## src/rtl/noc_pkg.sv

```systemverilog
// Shared flit format for the PE network interface: field widths, offsets,
// packet types and pack/unpack helpers.
package noc_pkg;

   localparam int FLIT_W   = 35;
   localparam int ADDR_W   = 4;
   localparam int TYPE_W   = 2;
   localparam int DATA_W   = 25;

   localparam int DEST_LSB = 31;
   localparam int SRC_LSB  = 27;
   localparam int TYPE_LSB = 25;

   typedef enum logic [TYPE_W-1:0] {
      PKT_SPIKE  = 2'b00,
      PKT_WEIGHT = 2'b01,
      PKT_PSUM   = 2'b10,
      PKT_CTRL   = 2'b11
   } pkt_type_e;

   typedef struct packed {
      logic [ADDR_W-1:0] dest;
      logic [ADDR_W-1:0] src;
      pkt_type_e         typ;
      logic [DATA_W-1:0] data;
   } flit_t;

   function automatic flit_t pack_flit(input logic [ADDR_W-1:0] dest,
                                       input logic [ADDR_W-1:0] src,
                                       input pkt_type_e         typ,
                                       input logic [DATA_W-1:0] data);
      flit_t f;
      f.dest = dest;
      f.src  = src;
      f.typ  = typ;
      f.data = data;
      return f;
   endfunction

   function automatic flit_t unpack_flit(input logic [FLIT_W-1:0] raw);
      flit_t f;
      f.dest = raw[DEST_LSB +: ADDR_W];
      f.src  = raw[SRC_LSB +: ADDR_W];
      f.typ  = pkt_type_e'(raw[TYPE_LSB +: TYPE_W]);
      f.data = raw[DATA_W-1:0];
      return f;
   endfunction

endpackage

```

## src/rtl/noc_pe_interface_if.sv

```systemverilog
// Handshake bundle between the PE, this network interface and the router PE port.
// slave = the network interface itself, master = the PE/router side driving it.
interface noc_pe_interface_if;
   import noc_pkg::*;

   logic              pe_tx_valid;
   logic              pe_tx_ready;
   logic [ADDR_W-1:0] pe_tx_dest;
   logic [TYPE_W-1:0] pe_tx_type;
   logic [DATA_W-1:0] pe_tx_data;

   logic              net_out_valid;
   logic              net_out_ready;
   logic [FLIT_W-1:0] net_out_flit;

   logic              net_in_valid;
   logic              net_in_ready;
   logic [FLIT_W-1:0] net_in_flit;

   logic              pe_rx_valid;
   logic              pe_rx_ready;
   logic [ADDR_W-1:0] pe_rx_src;
   logic [TYPE_W-1:0] pe_rx_type;
   logic [DATA_W-1:0] pe_rx_data;

   modport slave (
      input  pe_tx_valid, pe_tx_dest, pe_tx_type, pe_tx_data,
      output pe_tx_ready,
      output net_out_valid, net_out_flit,
      input  net_out_ready,
      input  net_in_valid, net_in_flit,
      output net_in_ready,
      output pe_rx_valid, pe_rx_src, pe_rx_type, pe_rx_data,
      input  pe_rx_ready
   );

   modport master (
      output pe_tx_valid, pe_tx_dest, pe_tx_type, pe_tx_data,
      input  pe_tx_ready,
      input  net_out_valid, net_out_flit,
      output net_out_ready,
      output net_in_valid, net_in_flit,
      input  net_in_ready,
      input  pe_rx_valid, pe_rx_src, pe_rx_type, pe_rx_data,
      output pe_rx_ready
   );

endinterface

```

## src/rtl/noc_sync_fifo.sv

```systemverilog
// Single-clock FIFO with occupancy count; head entry is always visible on rdata.
// Push while full and pop while empty are ignored.
module noc_sync_fifo #(
   parameter int WIDTH = 8,
   parameter int DEPTH = 2
) (
   input  logic                       clk,
   input  logic                       rst_n,
   input  logic                       push,
   input  logic [WIDTH-1:0]           wdata,
   input  logic                       pop,
   output logic [WIDTH-1:0]           rdata,
   output logic [$clog2(DEPTH+1)-1:0] count,
   output logic                       full,
   output logic                       empty
);

   localparam int PTR_W = (DEPTH > 1) ? $clog2(DEPTH) : 1;
   localparam int CNT_W = $clog2(DEPTH+1);

   logic [WIDTH-1:0] mem_q [DEPTH];
   logic [WIDTH-1:0] mem_d [DEPTH];
   logic [PTR_W-1:0] wr_ptr_q, wr_ptr_d;
   logic [PTR_W-1:0] rd_ptr_q, rd_ptr_d;
   logic [CNT_W-1:0] cnt_q, cnt_d;
   logic             do_push, do_pop;

   // Explicit wrap keeps non-power-of-two depths correct.
   function automatic logic [PTR_W-1:0] ptr_inc(input logic [PTR_W-1:0] p);
      return (p == PTR_W'(DEPTH-1)) ? '0 : p + 1'b1;
   endfunction

   assign full  = (cnt_q == CNT_W'(DEPTH));
   assign empty = (cnt_q == '0);
   assign count = cnt_q;
   assign rdata = mem_q[rd_ptr_q];

   always_comb begin
      do_push  = push && !full;
      do_pop   = pop && !empty;
      mem_d    = mem_q;
      wr_ptr_d = wr_ptr_q;
      rd_ptr_d = rd_ptr_q;
      if (do_push) begin
         mem_d[wr_ptr_q] = wdata;
         wr_ptr_d        = ptr_inc(wr_ptr_q);
      end
      if (do_pop) begin
         rd_ptr_d = ptr_inc(rd_ptr_q);
      end
      cnt_d = cnt_q + CNT_W'(do_push) - CNT_W'(do_pop);
   end

   always_ff @(posedge clk or negedge rst_n) begin
      if (!rst_n) begin
         for (int i = 0; i < DEPTH; i++) begin
            mem_q[i] <= '0;
         end
         wr_ptr_q <= '0;
         rd_ptr_q <= '0;
         cnt_q    <= '0;
      end else begin
         mem_q    <= mem_d;
         wr_ptr_q <= wr_ptr_d;
         rd_ptr_q <= rd_ptr_d;
         cnt_q    <= cnt_d;
      end
   end

endmodule

```

## src/rtl/noc_pe_interface.sv

```systemverilog
// PE-side network interface: formats PE requests into flits toward the router,
// and filters/delivers router flits addressed to this node back to the PE.
//
//   state     | meaning
//   OUT_EMPTY | output register empty, net_out_valid low
//   OUT_HOLD  | output register holds a flit, net_out_valid high
module noc_pe_interface #(
   parameter int NODE_ID  = 0,
   parameter int FLIT_W   = 35,
   parameter int ADDR_W   = 4,
   parameter int TYPE_W   = 2,
   parameter int DATA_W   = 25,
   parameter int TX_DEPTH = 4
) (
   input  logic                        clk,
   input  logic                        rst_n,
   noc_pe_interface_if.slave           bus,
   output logic [7:0]                  misroute_cnt,
   output logic [$clog2(TX_DEPTH):0]   tx_level
);

   import noc_pkg::*;

   localparam int LVL_W     = $clog2(TX_DEPTH) + 1;
   localparam int TXF_DEPTH = TX_DEPTH - 1;
   localparam int TXF_CNT_W = $clog2(TXF_DEPTH + 1);
   localparam int RX_W      = FLIT_W - ADDR_W;

   if (DATA_W != FLIT_W - 2*ADDR_W - TYPE_W) begin : g_bad_widths
      $error("noc_pe_interface: DATA_W must equal FLIT_W-2*ADDR_W-TYPE_W");
   end
   if (FLIT_W != noc_pkg::FLIT_W || ADDR_W != noc_pkg::ADDR_W ||
       TYPE_W != noc_pkg::TYPE_W) begin : g_bad_pkg
      $error("noc_pe_interface: widths must match noc_pkg");
   end
   if (TX_DEPTH < 2 || TX_DEPTH > 16 || (TX_DEPTH & (TX_DEPTH-1)) != 0) begin : g_bad_depth
      $error("noc_pe_interface: TX_DEPTH must be a power of two in 2..16");
   end

   typedef enum logic {OUT_EMPTY, OUT_HOLD} out_state_e;

   out_state_e        state_q, state_d;
   logic [FLIT_W-1:0] out_flit_q, out_flit_d;
   logic              live_q;
   logic [7:0]        misroute_q, misroute_d;

   logic                 tx_push, txf_push, txf_pop, bypass;
   logic [FLIT_W-1:0]    new_flit, txf_rdata;
   logic [TXF_CNT_W-1:0] txf_count;
   logic                 txf_full, txf_empty;

   flit_t             rx_flit;
   logic              rx_accept, rx_local, rxf_push, rxf_pop;
   logic [RX_W-1:0]   rxf_wdata, rxf_rdata;
   logic [1:0]        rxf_count;
   logic              rxf_full, rxf_empty;

   // Readies stay low until the first clock after reset release.
   assign tx_level        = LVL_W'(txf_count) + LVL_W'(state_q == OUT_HOLD);
   assign bus.pe_tx_ready = live_q && (tx_level < LVL_W'(TX_DEPTH));
   assign tx_push         = bus.pe_tx_valid && bus.pe_tx_ready;
   assign new_flit        = pack_flit(bus.pe_tx_dest, ADDR_W'(NODE_ID),
                                      pkt_type_e'(bus.pe_tx_type), bus.pe_tx_data);
   assign txf_push        = tx_push && !bypass;

   noc_sync_fifo #(.WIDTH(FLIT_W), .DEPTH(TXF_DEPTH)) u_tx_fifo (
      .clk   (clk),
      .rst_n (rst_n),
      .push  (txf_push),
      .wdata (new_flit),
      .pop   (txf_pop),
      .rdata (txf_rdata),
      .count (txf_count),
      .full  (txf_full),
      .empty (txf_empty)
   );

   // A push onto an empty queue bypasses the FIFO so it is visible next cycle.
   always_comb begin
      state_d    = state_q;
      out_flit_d = out_flit_q;
      txf_pop    = 1'b0;
      bypass     = 1'b0;
      case (state_q)
         OUT_EMPTY: begin
            if (!txf_empty) begin
               out_flit_d = txf_rdata;
               txf_pop    = 1'b1;
               state_d    = OUT_HOLD;
            end else if (tx_push) begin
               out_flit_d = new_flit;
               bypass     = 1'b1;
               state_d    = OUT_HOLD;
            end
         end
         OUT_HOLD: begin
            if (bus.net_out_ready) begin
               if (!txf_empty) begin
                  out_flit_d = txf_rdata;
                  txf_pop    = 1'b1;
               end else if (tx_push) begin
                  out_flit_d = new_flit;
                  bypass     = 1'b1;
               end else begin
                  state_d = OUT_EMPTY;
               end
            end
         end
         default: state_d = OUT_EMPTY;
      endcase
   end

   assign bus.net_out_valid = (state_q == OUT_HOLD);
   assign bus.net_out_flit  = out_flit_q;

   assign rx_flit          = unpack_flit(bus.net_in_flit);
   assign bus.net_in_ready = live_q && !rxf_full;
   assign rx_accept        = bus.net_in_valid && bus.net_in_ready;
   assign rx_local         = (rx_flit.dest == ADDR_W'(NODE_ID));
   assign rxf_push         = rx_accept && rx_local;
   assign rxf_wdata        = {rx_flit.src, rx_flit.typ, rx_flit.data};
   assign rxf_pop          = bus.pe_rx_valid && bus.pe_rx_ready;

   noc_sync_fifo #(.WIDTH(RX_W), .DEPTH(2)) u_rx_skid (
      .clk   (clk),
      .rst_n (rst_n),
      .push  (rxf_push),
      .wdata (rxf_wdata),
      .pop   (rxf_pop),
      .rdata (rxf_rdata),
      .count (rxf_count),
      .full  (rxf_full),
      .empty (rxf_empty)
   );

   assign bus.pe_rx_valid = !rxf_empty;
   assign bus.pe_rx_src   = rxf_empty ? '0 : rxf_rdata[RX_W-1 -: ADDR_W];
   assign bus.pe_rx_type  = rxf_empty ? '0 : rxf_rdata[DATA_W +: TYPE_W];
   assign bus.pe_rx_data  = rxf_empty ? '0 : rxf_rdata[DATA_W-1:0];

   always_comb begin
      misroute_d = misroute_q;
      if (rx_accept && !rx_local && misroute_q != 8'hFF) begin
         misroute_d = misroute_q + 8'd1;
      end
   end

   assign misroute_cnt = misroute_q;

   always_ff @(posedge clk or negedge rst_n) begin
      if (!rst_n) begin
         state_q    <= OUT_EMPTY;
         out_flit_q <= '0;
         live_q     <= 1'b0;
         misroute_q <= '0;
      end else begin
         state_q    <= state_d;
         out_flit_q <= out_flit_d;
         live_q     <= 1'b1;
         misroute_q <= misroute_d;
      end
   end

endmodule

```

## src/flat_wrapper.sv

```systemverilog
// flat-port wrapper written by rule: the top's interface ports become plain ports
module noc_pe_interface_flat import noc_pkg::*;
#(
   parameter int NODE_ID  = 0,
   parameter int FLIT_W   = 35,
   parameter int ADDR_W   = 4,
   parameter int TYPE_W   = 2,
   parameter int DATA_W   = 25,
   parameter int TX_DEPTH = 4
)
  (clk, rst_n, misroute_cnt, tx_level, bus_pe_tx_valid, bus_pe_tx_dest, bus_pe_tx_type, bus_pe_tx_data, bus_pe_tx_ready, bus_net_out_valid, bus_net_out_flit, bus_net_out_ready, bus_net_in_valid, bus_net_in_flit, bus_net_in_ready, bus_pe_rx_valid, bus_pe_rx_src, bus_pe_rx_type, bus_pe_rx_data, bus_pe_rx_ready);
  noc_pe_interface_if bus_i ();
  input  logic clk;
  input  logic rst_n;
  output logic [7:0] misroute_cnt;
  output logic [$clog2(TX_DEPTH):0] tx_level;
  input wire logic [$bits(bus_i.pe_tx_valid)-1:0] bus_pe_tx_valid;
  input wire logic [$bits(bus_i.pe_tx_dest)-1:0] bus_pe_tx_dest;
  input wire logic [$bits(bus_i.pe_tx_type)-1:0] bus_pe_tx_type;
  input wire logic [$bits(bus_i.pe_tx_data)-1:0] bus_pe_tx_data;
  output wire logic [$bits(bus_i.pe_tx_ready)-1:0] bus_pe_tx_ready;
  output wire logic [$bits(bus_i.net_out_valid)-1:0] bus_net_out_valid;
  output wire logic [$bits(bus_i.net_out_flit)-1:0] bus_net_out_flit;
  input wire logic [$bits(bus_i.net_out_ready)-1:0] bus_net_out_ready;
  input wire logic [$bits(bus_i.net_in_valid)-1:0] bus_net_in_valid;
  input wire logic [$bits(bus_i.net_in_flit)-1:0] bus_net_in_flit;
  output wire logic [$bits(bus_i.net_in_ready)-1:0] bus_net_in_ready;
  output wire logic [$bits(bus_i.pe_rx_valid)-1:0] bus_pe_rx_valid;
  output wire logic [$bits(bus_i.pe_rx_src)-1:0] bus_pe_rx_src;
  output wire logic [$bits(bus_i.pe_rx_type)-1:0] bus_pe_rx_type;
  output wire logic [$bits(bus_i.pe_rx_data)-1:0] bus_pe_rx_data;
  input wire logic [$bits(bus_i.pe_rx_ready)-1:0] bus_pe_rx_ready;
  assign bus_i.pe_tx_valid = bus_pe_tx_valid;
  assign bus_i.pe_tx_dest = bus_pe_tx_dest;
  assign bus_i.pe_tx_type = bus_pe_tx_type;
  assign bus_i.pe_tx_data = bus_pe_tx_data;
  assign bus_pe_tx_ready = bus_i.pe_tx_ready;
  assign bus_net_out_valid = bus_i.net_out_valid;
  assign bus_net_out_flit = bus_i.net_out_flit;
  assign bus_i.net_out_ready = bus_net_out_ready;
  assign bus_i.net_in_valid = bus_net_in_valid;
  assign bus_i.net_in_flit = bus_net_in_flit;
  assign bus_net_in_ready = bus_i.net_in_ready;
  assign bus_pe_rx_valid = bus_i.pe_rx_valid;
  assign bus_pe_rx_src = bus_i.pe_rx_src;
  assign bus_pe_rx_type = bus_i.pe_rx_type;
  assign bus_pe_rx_data = bus_i.pe_rx_data;
  assign bus_i.pe_rx_ready = bus_pe_rx_ready;
  noc_pe_interface #(.NODE_ID(NODE_ID), .FLIT_W(FLIT_W), .ADDR_W(ADDR_W), .TYPE_W(TYPE_W), .DATA_W(DATA_W), .TX_DEPTH(TX_DEPTH)) u_core (.clk(clk), .rst_n(rst_n), .bus(bus_i), .misroute_cnt(misroute_cnt), .tx_level(tx_level));
endmodule
```

## config.mk

```make
export PLATFORM = sky130hd
export DESIGN_NAME = noc_pe_interface_flat
export DESIGN_NICKNAME = d
export VERILOG_FILES = /design/src/rtl/noc_pkg.sv /design/src/rtl/noc_pe_interface_if.sv /design/src/rtl/noc_sync_fifo.sv /design/src/rtl/noc_pe_interface.sv /design/src/flat_wrapper.sv
export SDC_FILE = /design/constraint.sdc
export NUM_CORES = 1
export LEC_CHECK = 0
export BUFFER_PORTS_ARGS = -buffer_cell sky130_fd_sc_hd__buf_2
export CAP_MARGIN = 0
export CORE_ASPECT_RATIO = 1.25
export CORE_MARGIN = 8
export CORE_UTILIZATION = 39
export CTS_CLUSTER_DIAMETER = 200
export DETAILED_ROUTE_END_ITERATION = 16
export GPL_ROUTABILITY_DRIVEN = 0
export PLACE_DENSITY = 0.55
export SETUP_SLACK_MARGIN = 0.3
export SLEW_MARGIN = 40
export SYNTH_ARGS = -nofsm -noshare
export SYNTH_HDL_FRONTEND = slang
export SYNTH_SLANG_ARGS = --single-unit
export TNS_END_PERCENT = 5
```

## constraint.sdc

```tcl
create_clock -name clk -period 5.75 [get_ports clk]
set_input_delay 1.15 -clock clk [delete_from_list [all_inputs] [get_ports clk]]
set_output_delay 1.15 -clock clk [all_outputs]
set_load 0.01 [all_outputs]
```

## After elaboration in Yosys (flattened, before gate mapping)

Cells that the tools add are included.

- Add/subtract/negate cells: 10
- $mul: 0
- Div/mod/pow operators: 0
- Magnitude comparators: 7
- Equality and inequality tests: 6
- Shifts and indexed selects: 0
- Mux-type cells: 33
- Bitwise gates (word level): 5
- Reductions and logical operators: 24

Operators with widths:

| kind | count |
|---|---|
| 35-bit 2-to-1 mux | 6 |
| 31-bit 2-to-1 mux | 4 |
| 105-bit bitwise mux | 1 |
| 35-bit binary-select mux with 2-bit select | 1 |
| 35-bit demux with 2-bit select | 1 |
| 35-bit case mux with 2 select lines | 1 |
| 62-bit bitwise mux | 1 |
| 31-bit demux with 1-bit select | 1 |
| 25-bit 2-to-1 mux | 1 |
| 1-bit logical AND | 15 |
| 1-bit 2-to-1 mux | 9 |
| 8-bit by 1-bit adder with 8-bit output, second input constant | 1 |
| 2-bit equality test, second input constant | 4 |
| 8-bit != test, second input constant | 1 |
| 3-bit >= comparator, second input constant | 2 |
| 1-bit zero test | 6 |
| 2-bit 2-to-1 mux | 3 |
| 2-bit inverter with 3-bit output | 2 |
| 1-bit case mux with 2 select lines | 3 |
| 2-bit by 1-bit adder with 2-bit output | 2 |
| 2-bit by 1-bit adder with 2-bit output, second input constant | 2 |
| 2-bit >= comparator, second input constant | 2 |
| 2-bit zero test | 2 |
| 4-bit zero test | 1 |
| other kinds (10) | 13 |

- Register bits after elaboration: 222
- Bits in latches: 0
- Memory bits (writable): 0
- ROM bits: 0
- Input port bits: 72
- Output and inout bits: 81
- Logic and storage cells: 100
- Memories: 0

## Depth between registers and ports, before layout

Gate-level depths: netlist of run 1.

- Word-level depth: 13
- Mapped depth: 9
- Mapped depth without buffers: 9

## Cells and area by module

A second synthesis of run 1 with hierarchy kept.

- Cells, all modules: 779
- Area, all modules: 10268.6 sq um

Modules (own cells, without submodules):

| module | instances | cells each | area each (sq um) | sequential area each (sq um) |
|---|---|---|---|---|
| noc_sync_fifo (u_core.u_tx_fifo) | 1 | 364 | 4899.7 | 2777.7 |
| noc_sync_fifo (u_core.u_rx_skid) | 1 | 184 | 3055.4 | 1651.6 |
| noc_pe_interface | 1 | 231 | 2313.5 | 1126.1 |

## Worst setup path after synthesis of run 1

OpenSTA, ideal clock, no wires.

- Kind: input to register
- Start point: input bus_net_out_ready
- End point: register u_core.u_tx_fifo.mem_q[37] in the netlist's numbering
- Setup time: 125 ps
- Data arrival time: 2500 ps
- Required time: 5625 ps
- Path slack: 3125 ps
- Stages on the path: 6
- Path buffers: 2
- Cell sequence: nor2b_1 > o211ai_4 > or3b_1 > buf_6 > buf_6 > mux2_4

- Longest elaborated chain between the ends: 5

Ends and longest elaborated chain:

| element | line | text |
|---|---|---|
| from (decl) | flat_wrapper.sv:24 | `input wire logic [$bits(bus_i.net_out_ready)-1:0] bus_net_out_ready;` |
| 1-bit 2-to-1 mux | noc_pe_interface.sv:97 | `if (bus.net_out_ready) begin` |
| 1-bit case mux with 2 select lines | noc_pe_interface.sv:84 | `case (state_q)` |
| 1-bit zero test | noc_pe_interface.sv:64 | `assign txf_push = tx_push && !bypass;` |
| 1-bit logical AND | noc_pe_interface.sv:64 |  |
| 1-bit logical AND | noc_sync_fifo.sv:39 | `do_push = push && !full;` |
| to (signal assigned) | noc_sync_fifo.sv:63 | `mem_q <= mem_d;` |
| to (decl) | noc_sync_fifo.sv:21 | `logic [WIDTH-1:0] mem_q [DEPTH];` |

Every way passes these cells.
A chain may end at the register's enable or synchronous reset.

## Worst setup path in the final report of run 1

- Start point: register u_core.u_rx_skid.cnt_q[1] (netlist: u_core.u_rx_skid.count[1])
- End point: output bus_pe_rx_data[16]

- Longest elaborated chain between the ends: 2

Ends and longest elaborated chain:

| element | line | text |
|---|---|---|
| from (decl) | noc_sync_fifo.sv:25 | `logic [CNT_W-1:0] cnt_q, cnt_d;` |
| from (signal assigned) | noc_sync_fifo.sv:66 | `cnt_q <= cnt_d;` |
| 2-bit zero test | noc_sync_fifo.sv:34 | `assign empty = (cnt_q == '0);` |
| 25-bit 2-to-1 mux | noc_pe_interface.sv:139 | `assign bus.pe_rx_data = rxf_empty ? '0 : rxf_rdata[DATA_W-1:0];` |
| to (decl) | flat_wrapper.sv:31 | `output wire logic [$bits(bus_i.pe_rx_data)-1:0] bus_pe_rx_data;` |

Every way passes these cells.

==> impl_metrics.py, run 1 <==
metrics = {
    "run_status": {
        "status": "completed",
    },
    "pwr": {
        "comb_power_share_pct": 36.3,
        "power_switching_mw": 2.04,
        "peakVddDrop_uv": 274,
        "power.density_nw_per_um2": 534,
        "p_seq_share_pct": 39.9,
        "p_leak_nw": 5.70,
        "switching_share_pct": 33.8,
        "p_int_mw": 3.98,
        "p_clk_share_pct": 23.7,
    },
    "clock_tree": {
        "hold_buffers": 0,
        "cts_resized": 0,
        "cts_buffers": 22,
        "clock_latency_ns": 0.50,
        "clk_path_buf_depth": 3,
        "post_cts_buffers": 0,
        "clk_pin_slew_ns": 0.06,
        "root_buffer": "clkbuf_16",
        "htreeDepth": 1,
        "cts_tree": "built",
        "cts_sinks": 206,
    },
    "floorplan": {
        "start_util_pct": 39.3,
        "die_y_um": 191,
        "rows": 64,
        "io_pins": 153,
        "dieArea_sq_um": 29600,
        "die_w_um": 156,
        "fp.coreArea_sq_um": 24200,
    },
    "logic_synthesis": {
        "ys_ff_latch": 206,
        "yosysSeqAreaShare_pct": 54.3,
        "synthArstFlopShare_pct": 100,
        "synth_cell_types": 34,
        "synthFlopType": "dfrtp_1",
        "synth_edf_count": 0,
        "synth_warnings": 0,
        "synth.avg_cell_area_sq_um": 12.9,
        "netlist_instances": 735,
        "syn_area_sq_um": 9500,
    },
    "setup_path": {
        "worstPathRequired_ns": 4.60,
        "cp_max_fo": 32,
        "worstReg2RegEnd": "u_core.u_tx_fifo.mem_q[43]",
        "arrival_ns": 1.94,
        "cp-end-kind": "primary output",
        "cp-start-kind": "flip-flop",
        "reg2reg_from": "u_core.u_tx_fifo.count[0]",
        "rr_worst_depth": 7,
        "critical_path_class": "reg -> out",
        "worst-r2r-setup-slack_ns": 3.05,
        "crit_path_start": "u_core.u_rx_skid.count[1]",
    },
    "final_layout": {
        "area_growth_pct": 18.6,
        "final_net_count": 947,
        "drive_gt1_share_pct": 36.6,
        "n_antenna_cell": 0,
        "nFillCells": 2242,
    },
    "placement": {
        "hpwl_um": 13900,
        "port_buffers": 148,
        "pre_cts_ws_ns": 2.16,
    },
    "global_route": {
        "grt.overflow.total": 0,
        "grtUsageTotal_pct": 14.7,
        "grt_max_degree": 108,
        "grt_pass1_vias": 6379,
        "grt_antenna_before_repair": 1,
        "grt_pass1_wl_um": 35300,
    },
    "route": {
        "drc": 0,
        "via_per_inst": 5.01,
        "first_pass_iters": 4,
        "finalWirelength_um": 21800,
        "num_vias": 6068,
        "avgRoutedWirePerCell_um": 18.0,
        "ant_nets": 0,
        "drtIter0Drc": 213,
    },
    "sta": {
        "fmax_mhz": 324,
        "worst_slack_ns": 2.66,
        "drv_slew": 0,
        "tightest_slew_ns": 0.801,
        "finalSetupViolations": 0,
        "rsz0062_at_grt": "no",
        "period_share_pct": 53.7,
        "min_period_ns": 3.09,
        "worst_clock_skew_ns": 0.0108,
        "finalHoldViolCount": 0,
        "max_slew_margin_pct": 46.5,
        "final.setup.tns_ns": 0,
    },
    "hold_path": {
        "whs_path_depth": 2,
        "hold_end": "u_core.bus.net_out_flit[9]",
        "worstHoldPathType": "reg -> reg",
        "hp-start": "u_core.bus.net_out_flit[9]",
    },
    "flow_run": {
        "max-cap-violations": 0,
    },
}
[per-layer routing]
metal	track usage, %	part of all wire (%)	vias up
met2	24.8	48	146
met1	18.9	45	3067
met5	0	0.060	-
li1	-	-	2824
met4	3.85	1.9	2
met3	3.13	5.6	29
[cell usage after synthesis (2+ instances only)]
| library cell | n | area (sq um) |
|---|---|---|
| xnor2_1 | 12 | 105 |
| ha_1 | 7 | 87.6 |
| nand2_1 | 38 | 143 |
| mux2_1 | 40 | 450 |
| o21ai_0 | 2 | 10.0 |
| dfrtp_1 | 206 | 5150 |
| buf_1 | 8 | 30.0 |
| nor2b_1 | 3 | 18.8 |
| nand2b_1 | 2 | 12.5 |
| nor2_1 | 98 | 368 |
| a211oi_1 | 31 | 233 |
| mux2_2 | 58 | 653 |
| mux2_4 | 59 | 886 |
| conb_1 | 2 | 7.51 |
| nand4_1 | 5 | 31.3 |
| clkbuf_1 | 23 | 86.3 |
| buf_4 | 8 | 60.1 |
| and3_1 | 4 | 25.0 |
| mux2i_1 | 62 | 621 |
| buf_6 | 10 | 113 |
| o31ai_1 | 31 | 233 |
| nand3_1 | 4 | 20.0 |
| inv_1 | 3 | 11.3 |
| and2_1 | 3 | 18.8 |
| or3_1 | 2 | 12.5 |
| or3b_1 | 2 | 17.5 |
| buf_2 | 5 | 25.0 |
[cell families (layout without fill, tap and decap cells)]
family / Yosys count / in the layout / synth area share [%]
muxes: 219 / 219 / 27.5
DFF: 206 / 206 / 54.3
and+or+nand+nor: 165 / 165 / 7.35
AOI/OAI and AO/OA: 66 / 66 / 5.31
buffers and inverters: 57 / 199 / 3.42
xor gates and xnor gates: 13 / 13 / 1.20
adders and majority gates: 7 / 7 / 0.922
other: 2 / 5 / 0.0790
[critical path, stage by stage, from the launching register on]
cell and delay, ns:
dfrtp_1 0.42, nor2_4 0.65, nor2_1 0.17, buf_2 0.19
[flip-flops by register name (all words and copies together) (netlist names)]
name                       count
u_core.u_rx_skid.count         2
u_core.misroute_cnt            8
u_core.u_tx_fifo.wr_ptr_q      2
u_core.u_tx_fifo.rd_ptr_q      2
u_core.u_tx_fifo.mem_q        93
u_core.bus.net_out_valid       1
u_core.u_rx_skid.rd_ptr_q      1
u_core.u_rx_skid.wr_ptr_q      1
u_core.bus.net_out_flit       31
u_core.u_rx_skid.mem_q        62
u_core.u_tx_fifo.count         2
u_core.live_q                  1
[how the worst max path moves through the flow]
stage                            endpoint  slack [ns]  cells past startpoint
6_report               bus_pe_rx_data[16]        2.66                      3
5_1_grt                bus_pe_rx_data[16]        2.52                      3
4_1_cts                bus_pe_rx_data[16]        2.60                      3
3_5_place_dp   u_core.u_rx_skid.mem_q[39]        2.16                      6
3_3_place_gp   u_core.u_rx_skid.mem_q[38]        2.22                      6
2_1_floorplan  u_core.u_tx_fifo.mem_q[37]        3.13                      6
[layout by cell type (no fill, tap or decap), drive strengths merged, types with 12 or more instances in the layout]
master,count
clkbuf,33
mux2,157
a211oi,31
nand2,38
o31ai,31
xnor2,12
nor2,98
mux2i,62
dfrtp,206
buf,159
[metrics by stage]
stage	cell area, sq um	std cells	hold slack (ns)	total power [mW]	utilization (%)
final	11300	1210	0.471	6.02	46.6
after global routing	11300	1210	0.499	6.45	46.6
after CTS	11300	1210	0.476	6.12	46.6
after detailed placement	10500	1174	0.462	4.66	43.6
after global placement	10500	1172	0.459	4.60	43.4
after floorplan	9510	738	0.457	3.94	-
[power groups by stage]
stage	Clock, mW	Combinational, mW	Sequential, mW
floorplan	0	1.60	2.34
global placement	0	2.18	2.41
detailed placement	0	2.24	2.42
CTS	1.48	2.24	2.41
global route	1.53	2.43	2.48
finish	1.43	2.19	2.40
[final cells by class]
cell class | count | area [sq um] | share of cell area, %
inverter | 3 | 11.3 | 0.0999
tap | 330 | 413 | 3.66
sequential | 206 | 5160 | 45.8
clock inverter | 4 | 48.8 | 0.433
multi-input combinational | 475 | 4070 | 36.1
clock buffer | 32 | 679 | 6.03
timing repair buffer | 160 | 892 | 7.91
Power figures use the tool's default switching activity.
==> run 2, diff against run 1 <==
Clock period 5.75 ns to 2.95 ns, I/O delays scaled along.
==> impl_metrics.py, run 2 (same netlist as run 1, synthesis figures left out) <==
metrics = {
    "route": {
        "drc": 0,
        "num_vias": 6094,
        "finalWirelength_um": 21900,
        "ant_nets": 0,
        "avgRoutedWirePerCell_um": 17.9,
        "first_pass_iters": 4,
        "via_per_inst": 4.97,
        "drtIter0Drc": 194,
    },
    "setup_path": {
        "crit_path_max_incr_delay_ns": 0.51,
        "cp-end-kind": "flip-flop",
        "cp-start-kind": "flip-flop",
        "worstPathCellList": "ha_1 -> ha_1 -> and3b_2 -> o211ai_4 -> or3b_2 -> buf_6 -> mux2_4",
        "cp_max_fo": 27,
        "arrival_ns": 2.85,
        "crit_path_top_delay_cell": "or3b_2",
        "critical_path_class": "reg -> reg",
        "critPathTopFamily": "simple AND/OR/NAND/NOR gates",
        "path_buf_inv": 1,
        "cp_common_cell": "ha_1",
        "worstPathRequired_ns": 3.34,
    },
    "sta": {
        "tightest_slew_ns": 0.630,
        "finalSetupViolations": 0,
        "period_share_pct": 83.5,
        "finalHoldViolCount": 0,
        "drv_slew": 0,
        "final.setup.tns_ns": 0,
        "max_slew_margin_pct": 58.0,
        "rsz0062_at_grt": "no",
        "worst_clock_skew_ns": 0.0117,
        "fmax_mhz": 406,
        "min_period_ns": 2.46,
    },
    "final_layout": {
        "n_antenna_cell": 0,
        "stdcell_area_sq_um": 11300,
        "drive_gt1_share_pct": 37.3,
        "nFillCells": 2287,
        "final_common_cell": "dfrtp_1",
        "post-route-util_pct": 46.8,
        "regMostFlops": "u_core.u_tx_fifo.mem_q",
        "final_net_count": 958,
        "mostFrequentLayoutCells": "204 x dfrtp_1, 147 x buf_2, 95 x nor2_1",
        "largest_register_ffs": 93,
        "area_growth_pct": 19.1,
    },
    "global_route": {
        "grt_pass1_wl_um": 35700,
        "grtUsageTotal_pct": 14.9,
        "grt_antenna_before_repair": 1,
        "grt_max_degree": 62,
        "grt_pass1_vias": 6426,
        "grt.overflow.total": 0,
    },
    "clock_tree": {
        "hold_buffers": 0,
        "cts_buffers": 23,
        "cts_tree": "built",
        "clk_pin_slew_ns": 0.06,
        "post_cts_buffers": 0,
        "clk_path_buf_depth": 3,
        "cts_sinks": 206,
        "htreeDepth": 1,
        "root_buffer": "clkbuf_16",
        "clock_latency_ns": 0.51,
    },
    "hold_path": {
        "worstHoldPathType": "in -> async",
    },
    "pwr": {
        "power_switching_mw": 4.00,
        "comb_power_share_pct": 37.6,
        "p_int_mw": 7.66,
        "power.total_mw": 11.7,
        "peakVddDrop_uv": 608,
        "p_leak_nw": 5.72,
        "p_seq_share_pct": 39.3,
        "switching_share_pct": 34.3,
        "p_clk_share_pct": 23.1,
        "power.density_nw_per_um2": 1030,
    },
    "floorplan": {
        "rows": 64,
        "io_pins": 153,
        "fp.coreArea_sq_um": 24200,
        "die_w_um": 156,
        "start_util_pct": 39.3,
        "dieArea_sq_um": 29600,
        "die_y_um": 191,
    },
    "placement": {
        "dpl_cell_area_sq_um": 10600,
        "port_buffers": 148,
        "hpwl_um": 14500,
    },
    "run_status": {
        "status": "completed",
    },
    "flow_run": {
        "max-cap-violations": 0,
    },
}
-- run 2: cell types whose count changed in the layout (fill, tap and decap cells not counted), moves of 2 or more --
cell        before  now
clkinv_2         2    4
inv_6            0    2
clkbuf_1         2    6
clkinvlp_4       0    2
buf_4            9   17
clkbuf_8         8    5
buf_6            0    2
buf_12           1    3
buf_16           2    0
-- run 2: layer usage --
| metal | share of wire (%) | up-vias | global-route usage (%) |
|---|---|---|---|
| li1 | - | 2853 | - |
| met4 | 1.8 | 2 | 3.74 |
| met5 | 0.059 | - | 0 |
| met1 | 44 | 3073 | 18.8 |
| met2 | 49 | 136 | 25.5 |
| met3 | 5.2 | 30 | 3.06 |
-- run 2: timing repair --
| item | in CTS | in global routing |
|---|---|---|
| hold endpoints to repair | 0 | 0 |
| setup endpoints to repair | 0 | 51 |
| gates resized for setup | 0 | 3 |
-- run 2: through the flow --
stage / setup WS, ns / instances / hold WS (ns)
final: 0.485 / 1225 / 0.0440
after global routing: 0.347 / 1225 / 0.0752
after CTS: 0.329 / 1225 / 0.0572
after detailed placement: 0.345 / 1184 / 0.465
after global placement: 0.379 / 1184 / 0.457
after floorplan: 0.641 / 738 / 0.294
-- run 2: worst register-to-register path, stage by stage, from the launching register on --
cell,delay [ns]
dfrtp_1,0.44
ha_1,0.21
ha_1,0.19
and3b_2,0.30
o211ai_4,0.11
or3b_2,0.51
buf_6,0.24
mux2_4,0.35
-- run 2: power groups by stage --
stage          clock network [mW]  logic [mW]  registers [mW]
6_report                     2.69        4.38            4.58
5_1_grt                      2.91        4.85            4.73
4_1_cts                      2.80        4.51            4.59
3_5_place_dp                    0        4.51            4.61
3_3_place_gp                    0        4.42            4.60
2_1_floorplan                   0        3.11            4.56
-- run 2: path summary, 6_finish.rpt --
kind                       cells after the start                          to                  startpoint  slack [ns]
hold reg to reg                                2  u_core.bus.net_out_flit[4]  u_core.bus.net_out_flit[4]        0.47
setup reg to reg                               7  u_core.u_tx_fifo.mem_q[44]   u_core.u_tx_fifo.count[0]        0.49
min in group clk                               2  u_core.u_rx_skid.mem_q[40]          bus_net_in_flit[9]        0.32
max in group asynchronous                      2  u_core.u_rx_skid.mem_q[22]                       rst_n        2.04
setup / recovery                               7  u_core.u_tx_fifo.mem_q[44]   u_core.u_tx_fifo.count[0]        0.49
hold / removal                                 1  u_core.u_rx_skid.mem_q[40]                       rst_n        0.04
-- run 2: final cells by class --
class / count / area [sq um] / share of cell area, %
inverters: 3 / 11.3 / 0.0995
repair buffers: 170 / 960 / 8.48
multi-input cells: 475 / 4070 / 35.9
clock buffers: 33 / 653 / 5.77
well taps: 330 / 413 / 3.65
clock inverters: 8 / 52.6 / 0.464
flip-flops and latches: 206 / 5160 / 45.6
